**config.mk**
```make
export PLATFORM = sky130hd
export DESIGN_NAME = alu_iter_flat
export DESIGN_NICKNAME = d
export VERILOG_FILES = /design/src/rtl/alu_pkg.sv /design/src/rtl/alu_iter_if.sv /design/src/rtl/alu_iter_chunk_adder.sv /design/src/rtl/alu_iter.sv /design/src/flat_wrapper.sv
export SDC_FILE = /design/constraint.sdc
export NUM_CORES = 1
export LEC_CHECK = 0
export CAP_MARGIN = 20
export CORE_ASPECT_RATIO = 0.6
export CORE_MARGIN = 2
export CORE_UTILIZATION = 26
export CTS_BUF_LIST = sky130_fd_sc_hd__clkbuf_16
export DETAILED_ROUTE_END_ITERATION = 16
export GPL_TIMING_DRIVEN = 0
export SYNTH_ARGS = -nofsm -noshare
export SYNTH_HDL_FRONTEND = slang
export SYNTH_HIERARCHICAL = 1
export SYNTH_SLANG_ARGS = --single-unit
```
**constraint.sdc**
```tcl
create_clock -name clk -period 9.4 [get_ports clk]
set_clock_uncertainty 0.2 [all_clocks]
set_input_delay 1.41 -clock clk [delete_from_list [all_inputs] [get_ports clk]]
set_output_delay 1.41 -clock clk [all_outputs]
set_load 0.02 [all_outputs]
```
**src/rtl/alu_pkg.sv**
```systemverilog
// alu_pkg: shared op encodings and FSM state type for the iterative ALU
package alu_pkg;
    typedef enum logic [1:0] {
        ALU_ADD = 2'd0,
        ALU_SUB = 2'd1,
        ALU_AND = 2'd2,
        ALU_XOR = 2'd3
    } alu_op_e;

    typedef enum logic [1:0] {IDLE, RUN, DONE} state_e;
endpackage

```
**src/rtl/alu_iter_if.sv**
```systemverilog
// alu_iter_if: request/response bundle between decode operands and the iterative ALU
interface alu_iter_if #(parameter int WIDTH = 64);
    logic             start;
    logic [1:0]       op;
    logic [WIDTH-1:0] a;
    logic [WIDTH-1:0] b;
    logic             ready;
    logic             done;
    logic [WIDTH-1:0] result;
    logic             zf;
    logic             sf;
    logic             of;

    modport master(output start, op, a, b, input ready, done, result, zf, sf, of);
    modport slave(input start, op, a, b, output ready, done, result, zf, sf, of);
endinterface

```
**src/rtl/alu_iter_chunk_adder.sv**
```systemverilog
// chunk_adder: CHUNK-bit adder with carry in/out, reused once per RUN cycle
module chunk_adder #(parameter int CHUNK = 16) (
    input  logic [CHUNK-1:0] a,
    input  logic [CHUNK-1:0] b,
    input  logic             cin,
    output logic [CHUNK-1:0] sum,
    output logic             cout
);
    assign {cout, sum} = {1'b0, a} + {1'b0, b} + {{CHUNK{1'b0}}, cin};
endmodule

```
**src/rtl/alu_iter.sv**
```systemverilog
// alu_iter: multi-cycle ADD/SUB/AND/XOR, CHUNK bits per cycle, latches Y86 ZF/SF/OF on completion
module alu_iter import alu_pkg::*; #(
    parameter int WIDTH = 64,
    parameter int CHUNK = 16
) (
    input logic       clk,
    input logic       rst_n,
    alu_iter_if.slave bus
);
    localparam int N  = WIDTH / CHUNK;
    localparam int CW = N > 1 ? $clog2(N) : 1;

    generate
        if (CHUNK < 1 || WIDTH % CHUNK != 0) begin : g_bad_cfg
            $error("alu_iter: WIDTH must be a positive multiple of CHUNK");
        end
    endgenerate

    state_e           state;
    alu_op_e          op_q;
    logic [CW-1:0]    cnt;
    logic             carry;
    logic             all_zero;
    logic [WIDTH-1:0] opa;
    logic [WIDTH-1:0] opb;
    logic [WIDTH-1:0] acc;
    logic [WIDTH-1:0] nxt_acc;
    logic [WIDTH-1:0] result;
    logic             zf;
    logic             sf;
    logic             of;
    logic [CHUNK-1:0] sa_c;
    logic [CHUNK-1:0] sb_c;
    logic [CHUNK-1:0] sum;
    logic [CHUNK-1:0] chunk_res;
    logic             cout;
    logic             last;
    logic             zero_all;
    logic             of_n;

    assign sa_c = opa[cnt*CHUNK +: CHUNK];
    assign sb_c = opb[cnt*CHUNK +: CHUNK];

    // SUB is a + ~b with the initial carry set at acceptance
    chunk_adder #(.CHUNK(CHUNK)) u_add (
        .a    (sa_c),
        .b    (op_q == ALU_SUB ? ~sb_c : sb_c),
        .cin  (carry),
        .sum  (sum),
        .cout (cout)
    );

    assign chunk_res = op_q == ALU_AND ? sa_c & sb_c : op_q == ALU_XOR ? sa_c ^ sb_c : sum;
    assign last      = cnt == CW'(N - 1);
    assign zero_all  = all_zero & ~|chunk_res;

    always_comb begin
        nxt_acc = acc;
        nxt_acc[cnt*CHUNK +: CHUNK] = chunk_res;
    end

    assign of_n = op_q == ALU_ADD ? (opa[WIDTH-1] == opb[WIDTH-1]) && (nxt_acc[WIDTH-1] != opa[WIDTH-1])
                : op_q == ALU_SUB ? (opa[WIDTH-1] != opb[WIDTH-1]) && (nxt_acc[WIDTH-1] != opa[WIDTH-1])
                : 1'b0;

    always_ff @(posedge clk or negedge rst_n) begin
        if (!rst_n) begin
            state    <= IDLE;
            op_q     <= ALU_ADD;
            cnt      <= '0;
            carry    <= 1'b0;
            all_zero <= 1'b1;
            opa      <= '0;
            opb      <= '0;
            acc      <= '0;
            result   <= '0;
            zf       <= 1'b1;
            sf       <= 1'b0;
            of       <= 1'b0;
        end else if (state == RUN) begin
            acc      <= nxt_acc;
            carry    <= cout;
            all_zero <= zero_all;
            cnt      <= cnt + 1'b1;
            if (last) begin
                state  <= DONE;
                result <= nxt_acc;
                zf     <= zero_all;
                sf     <= nxt_acc[WIDTH-1];
                of     <= of_n;
            end
        end else if (bus.start) begin
            state    <= RUN;
            op_q     <= alu_op_e'(bus.op);
            opa      <= bus.a;
            opb      <= bus.b;
            cnt      <= '0;
            carry    <= bus.op == ALU_SUB;
            all_zero <= 1'b1;
        end else begin
            state <= IDLE;
        end
    end

    assign bus.ready  = state != RUN;
    assign bus.done   = state == DONE;
    assign bus.result = result;
    assign bus.zf     = zf;
    assign bus.sf     = sf;
    assign bus.of     = of;
endmodule

```
**src/flat_wrapper.sv**
```systemverilog
// flat-port wrapper written by rule: the top's interface ports become plain ports
module alu_iter_flat import alu_pkg::*;
#(
    parameter int WIDTH = 64,
    parameter int CHUNK = 16
)
  (clk, rst_n, bus_start, bus_op, bus_a, bus_b, bus_ready, bus_done, bus_result, bus_zf, bus_sf, bus_of);
  alu_iter_if #(.WIDTH(WIDTH)) bus_i ();
  input logic clk;
  input logic rst_n;
  input wire logic [$bits(bus_i.start)-1:0] bus_start;
  input wire logic [$bits(bus_i.op)-1:0] bus_op;
  input wire logic [$bits(bus_i.a)-1:0] bus_a;
  input wire logic [$bits(bus_i.b)-1:0] bus_b;
  output wire logic [$bits(bus_i.ready)-1:0] bus_ready;
  output wire logic [$bits(bus_i.done)-1:0] bus_done;
  output wire logic [$bits(bus_i.result)-1:0] bus_result;
  output wire logic [$bits(bus_i.zf)-1:0] bus_zf;
  output wire logic [$bits(bus_i.sf)-1:0] bus_sf;
  output wire logic [$bits(bus_i.of)-1:0] bus_of;
  assign bus_i.start = bus_start;
  assign bus_i.op = bus_op;
  assign bus_i.a = bus_a;
  assign bus_i.b = bus_b;
  assign bus_ready = bus_i.ready;
  assign bus_done = bus_i.done;
  assign bus_result = bus_i.result;
  assign bus_zf = bus_i.zf;
  assign bus_sf = bus_i.sf;
  assign bus_of = bus_i.of;
  alu_iter #(.WIDTH(WIDTH), .CHUNK(CHUNK)) u_core (.clk(clk), .rst_n(rst_n), .bus(bus_i));
endmodule
```
==> metrics.md <==
| Metric | Value |
|---|---|
| Run status | finished, final reports clean |
| Vias per cell | 4.863 |
| Num CTS Buffers | 28 |
| Starting density of the core | 26.42% |
| Cell count after synthesis | 1047 |
| Setup bufs post-CTS | 0 |
| Worst Slack Setup Final | 3.724 ns |
| Async S/R FF share, synth | 100.0% |
| CTS tree | yes |
| FF-to-FF setup slack | 3.72 ns |
| CTS root buf | clkbuf_16 |
| Yosys warns | 6 |
| #FFs+latches synth | 266 |
| Post-Syn Nets | 1219 |
| Htree depth | 1 |
| First DRT Iteration DRCs | 753 |
| Worst Hold Depth | 2 |
| Residual DRC | 0 |
| Vias | 9443 |
| Critical Path, Cell by Cell | clkbuf_1, buf_2, buf_2, mux4_2, fa_1, fa_1, a21oi_2, o21ai_2, a2111oi_2, o31ai_1, a21oi_1, xnor2_1, nor2_1, a21oi_1, nor4_1, nand4_1, o21ai_0 |
| Period utilisation layout | 60.38% |
| Pre-CTS setup slack | 3.721 ns |
| WP data arrival | 5.96 ns |
| RD Place Congestion | 0.8403 |
| Port Buffer Count | 201 |
| Syn Area/Cell | 12.10 sq um |
| DRT antenna net count | 0 |
| Seq/Total Area, Yosys | 52.57% |
| Slowest-stage cell, CP | clkbuf_1 |
| DIE WIDTH | 288.9 microns |
| Worst slew pin tran | 1.014 ns |
| Startpoint Class | flip-flop |
| Predominant post-synthesis flop cell | dfrtp_1 |
| Drt pass-1 iters | 5 |
| WL per Instance | 20.89 microns |
| Critical Path RT | 9.68 ns |
| CP Max Fanout | 10 |
| All-Layer GR Usage | 16.08% |
| I/O Pins | 202 |
| Largest net degree at the start of global routing | 106 |
| Synth cell types | 54 |
| Post-synthesis instance area | 0.01267 sq mm |
| Synth area leaders | dfrtp_1, mux2_2, mux4_2 |
| Die ar. | 0.05055 sq mm |
| Max-cap violation count | 0 |
| Layout area overhead | 29.76% |
| Clk_lat worst skew | 0.57 ns |
| Max Slew Vio Count | 0 |
| Leading area contributor after synthesis | dfrtp_1 |
| Most common cell in the netlist | dfrtp_1 |
| EDFF count, synth | 0 |
| Final #Nets | 1452 |
| Dpl hpwl | 31.14 mm |
| Hold Worst Slack | 0.2840 ns |
| Share of cells above drive strength 1 | 20.43% |
| Global-route wire length before repair | 60.73 mm |
| Fin crit period | 5.676 ns |
| CTS clk-pin slew, worst paths | 0.06 ns |
| Final wirelength | 40.56 mm |
| Worst setup EP type | flip-flop |
| Cts hold-fix bufs | 0 |
| Final hold vios | 0 |
| CTS Sinks | 266 |
| RSZ-0062 raised after global routing | false |
| Number of fill cells | 4779 |
| Clock Tree Buf Depth | 3 |
| Max Fclk | 176.2 MHz |
| Initial antenna violation count | 1 |
| Slew Limit Headroom | 32.43% |
| Number of global-route vias before repair | 9553 |
| Synth cell count leaders | dfrtp_1, nor2_1, mux2_2, nand2_1, o21ai_0 |
| Worst R2R Path Depth | 17 |
| N_diodes | 0 |
| Core area | 0.04794 sq mm |
| GRT overflow | 0 |
| Critical path type | flip-flop to flip-flop |
| Final setup fails | 0 |
| Worst path max stage delay | 0.55 ns |
| Hold Path Class | flip-flop to flip-flop |
| # rows | 62 |
| Post_cts resized | 0 |
| Top cell type's share of synthesized area | 52.16% |
| Chip Height | 175.0 microns |
-- metrics by stage --
step / cells / setup TNS [ns] / area (sq um) / util [%]
after detailed placement: 1890 / 0 / 15540 / 32.41
after CTS: 1942 / 0 / 16440 / 34.28
after global routing: 1942 / 0 / 16440 / 34.28
after floorplan: 1047 / 0 / 12670 / -
after global placement: 1888 / -1262.36 / 15480 / 32.29
final: 1942 / 0 / 16440 / 34.28
-- placed cells by master, fill, tap and decap left out, types with 3 or more instances in the layout --
cell type and instances:
a21o_1 18, a21oi_1 24, a21oi_2 5, a221oi_1 63, a32o_1 7, buf_1 3, buf_2 29, buf_4 3
clkbuf_1 26, clkbuf_16 29, clkdlybuf4s50_1 200, clkinv_1 7, clkinv_2 6, clkinvlp_4 4, dfrtp_1 264, ha_1 37
inv_1 13, mux2_2 130, mux2i_1 16, mux4_2 32, nand2_1 76, nand2b_1 3, nand3_1 5, nor2_1 149
nor2b_1 4, nor4_1 3, nor4b_4 3, o21a_1 3, o21ai_0 66, o21bai_1 3, xnor2_1 27, xor2_1 6
-- cell families (layout without fill, tap and decap cells) --
group,count (synthesis),count (layout),synth area share [%]
flops,266,266,52.57
simple gates,249,249,8.357
compound gates,205,205,11.50
mux,178,178,18.51
buf+inv,77,332,2.805
fa+ha+maj,39,39,3.971
xor+xnor,33,33,2.282
-- registers in the layout, summed over array words and instances, names as in the netlist, 2 cells and up --
register / cells
u_core/acc: 64
u_core/bus.result: 64
u_core/cnt: 2
u_core/op_q: 2
u_core/opa: 64
u_core/opb: 64
u_core/state: 2
-- worst paths after layout --
| kind | startpoint | end |
|---|---|---|
| max in group asynchronous | rst_n | u_core/opa[4]$_DFFE_PN0P_ |
| worst min-delay path | u_core/acc[48]$_DFFE_PN0P_ | u_core/acc[48]$_DFFE_PN0P_ |
| min in group asynchronous | rst_n | u_core/opb[48]$_DFFE_PN0P_ |
| worst max-delay path | u_core/cnt[1]$_DFFE_PN0P_ | u_core/bus.zf$_DFFE_PN1P_ |
| worst min register to register | u_core/acc[48]$_DFFE_PN0P_ | u_core/acc[48]$_DFFE_PN0P_ |
| worst max register to register | u_core/cnt[1]$_DFFE_PN0P_ | u_core/bus.zf$_DFFE_PN1P_ |
-- per-layer routing --
| metal | share of wire [%] | GRT usage, % | vias up |
|---|---|---|---|
| met4 | 1.9 | 3.050 | 0 |
| met5 | 0 | 0 | - |
| met1 | 48 | 23.99 | 4864 |
| met3 | 7.1 | 4.204 | 45 |
| met2 | 43 | 23.37 | 269 |
| li1 | - | - | 4265 |
-- cell type report --
| type | instances | area (sq um) | share of cell area (%) |
|---|---|---|---|
| Clock buffer | 29 | 725.7 | 4.415 |
| Multi-Input combinational cell | 704 | 5652 | 34.39 |
| Buffer | 64 | 304.0 | 1.850 |
| Clock inverter | 23 | 171.4 | 1.043 |
| Timing Repair Buffer | 203 | 2072 | 12.61 |
| Tap cell | 640 | 800.8 | 4.872 |
| Sequential cell | 266 | 6659 | 40.51 |
| Inverter | 13 | 51.30 | 0.3121 |
-- worst max-delay path: cells and delay by family, from the launching register on --
family / cells / cell delay, ns
fa+ha+maj: 2 / 0.93
xor+xnor: 1 / 0.08
simple gates: 3 / 0.73
mux: 1 / 0.44
buf+inv: 3 / 1.39
flops: 1 / 0.45
compound gates: 7 / 1.38
Power is left out: the tool's default activity adds up to more than one toggle a clock period on the data nets, which glitch-free logic cannot reach.
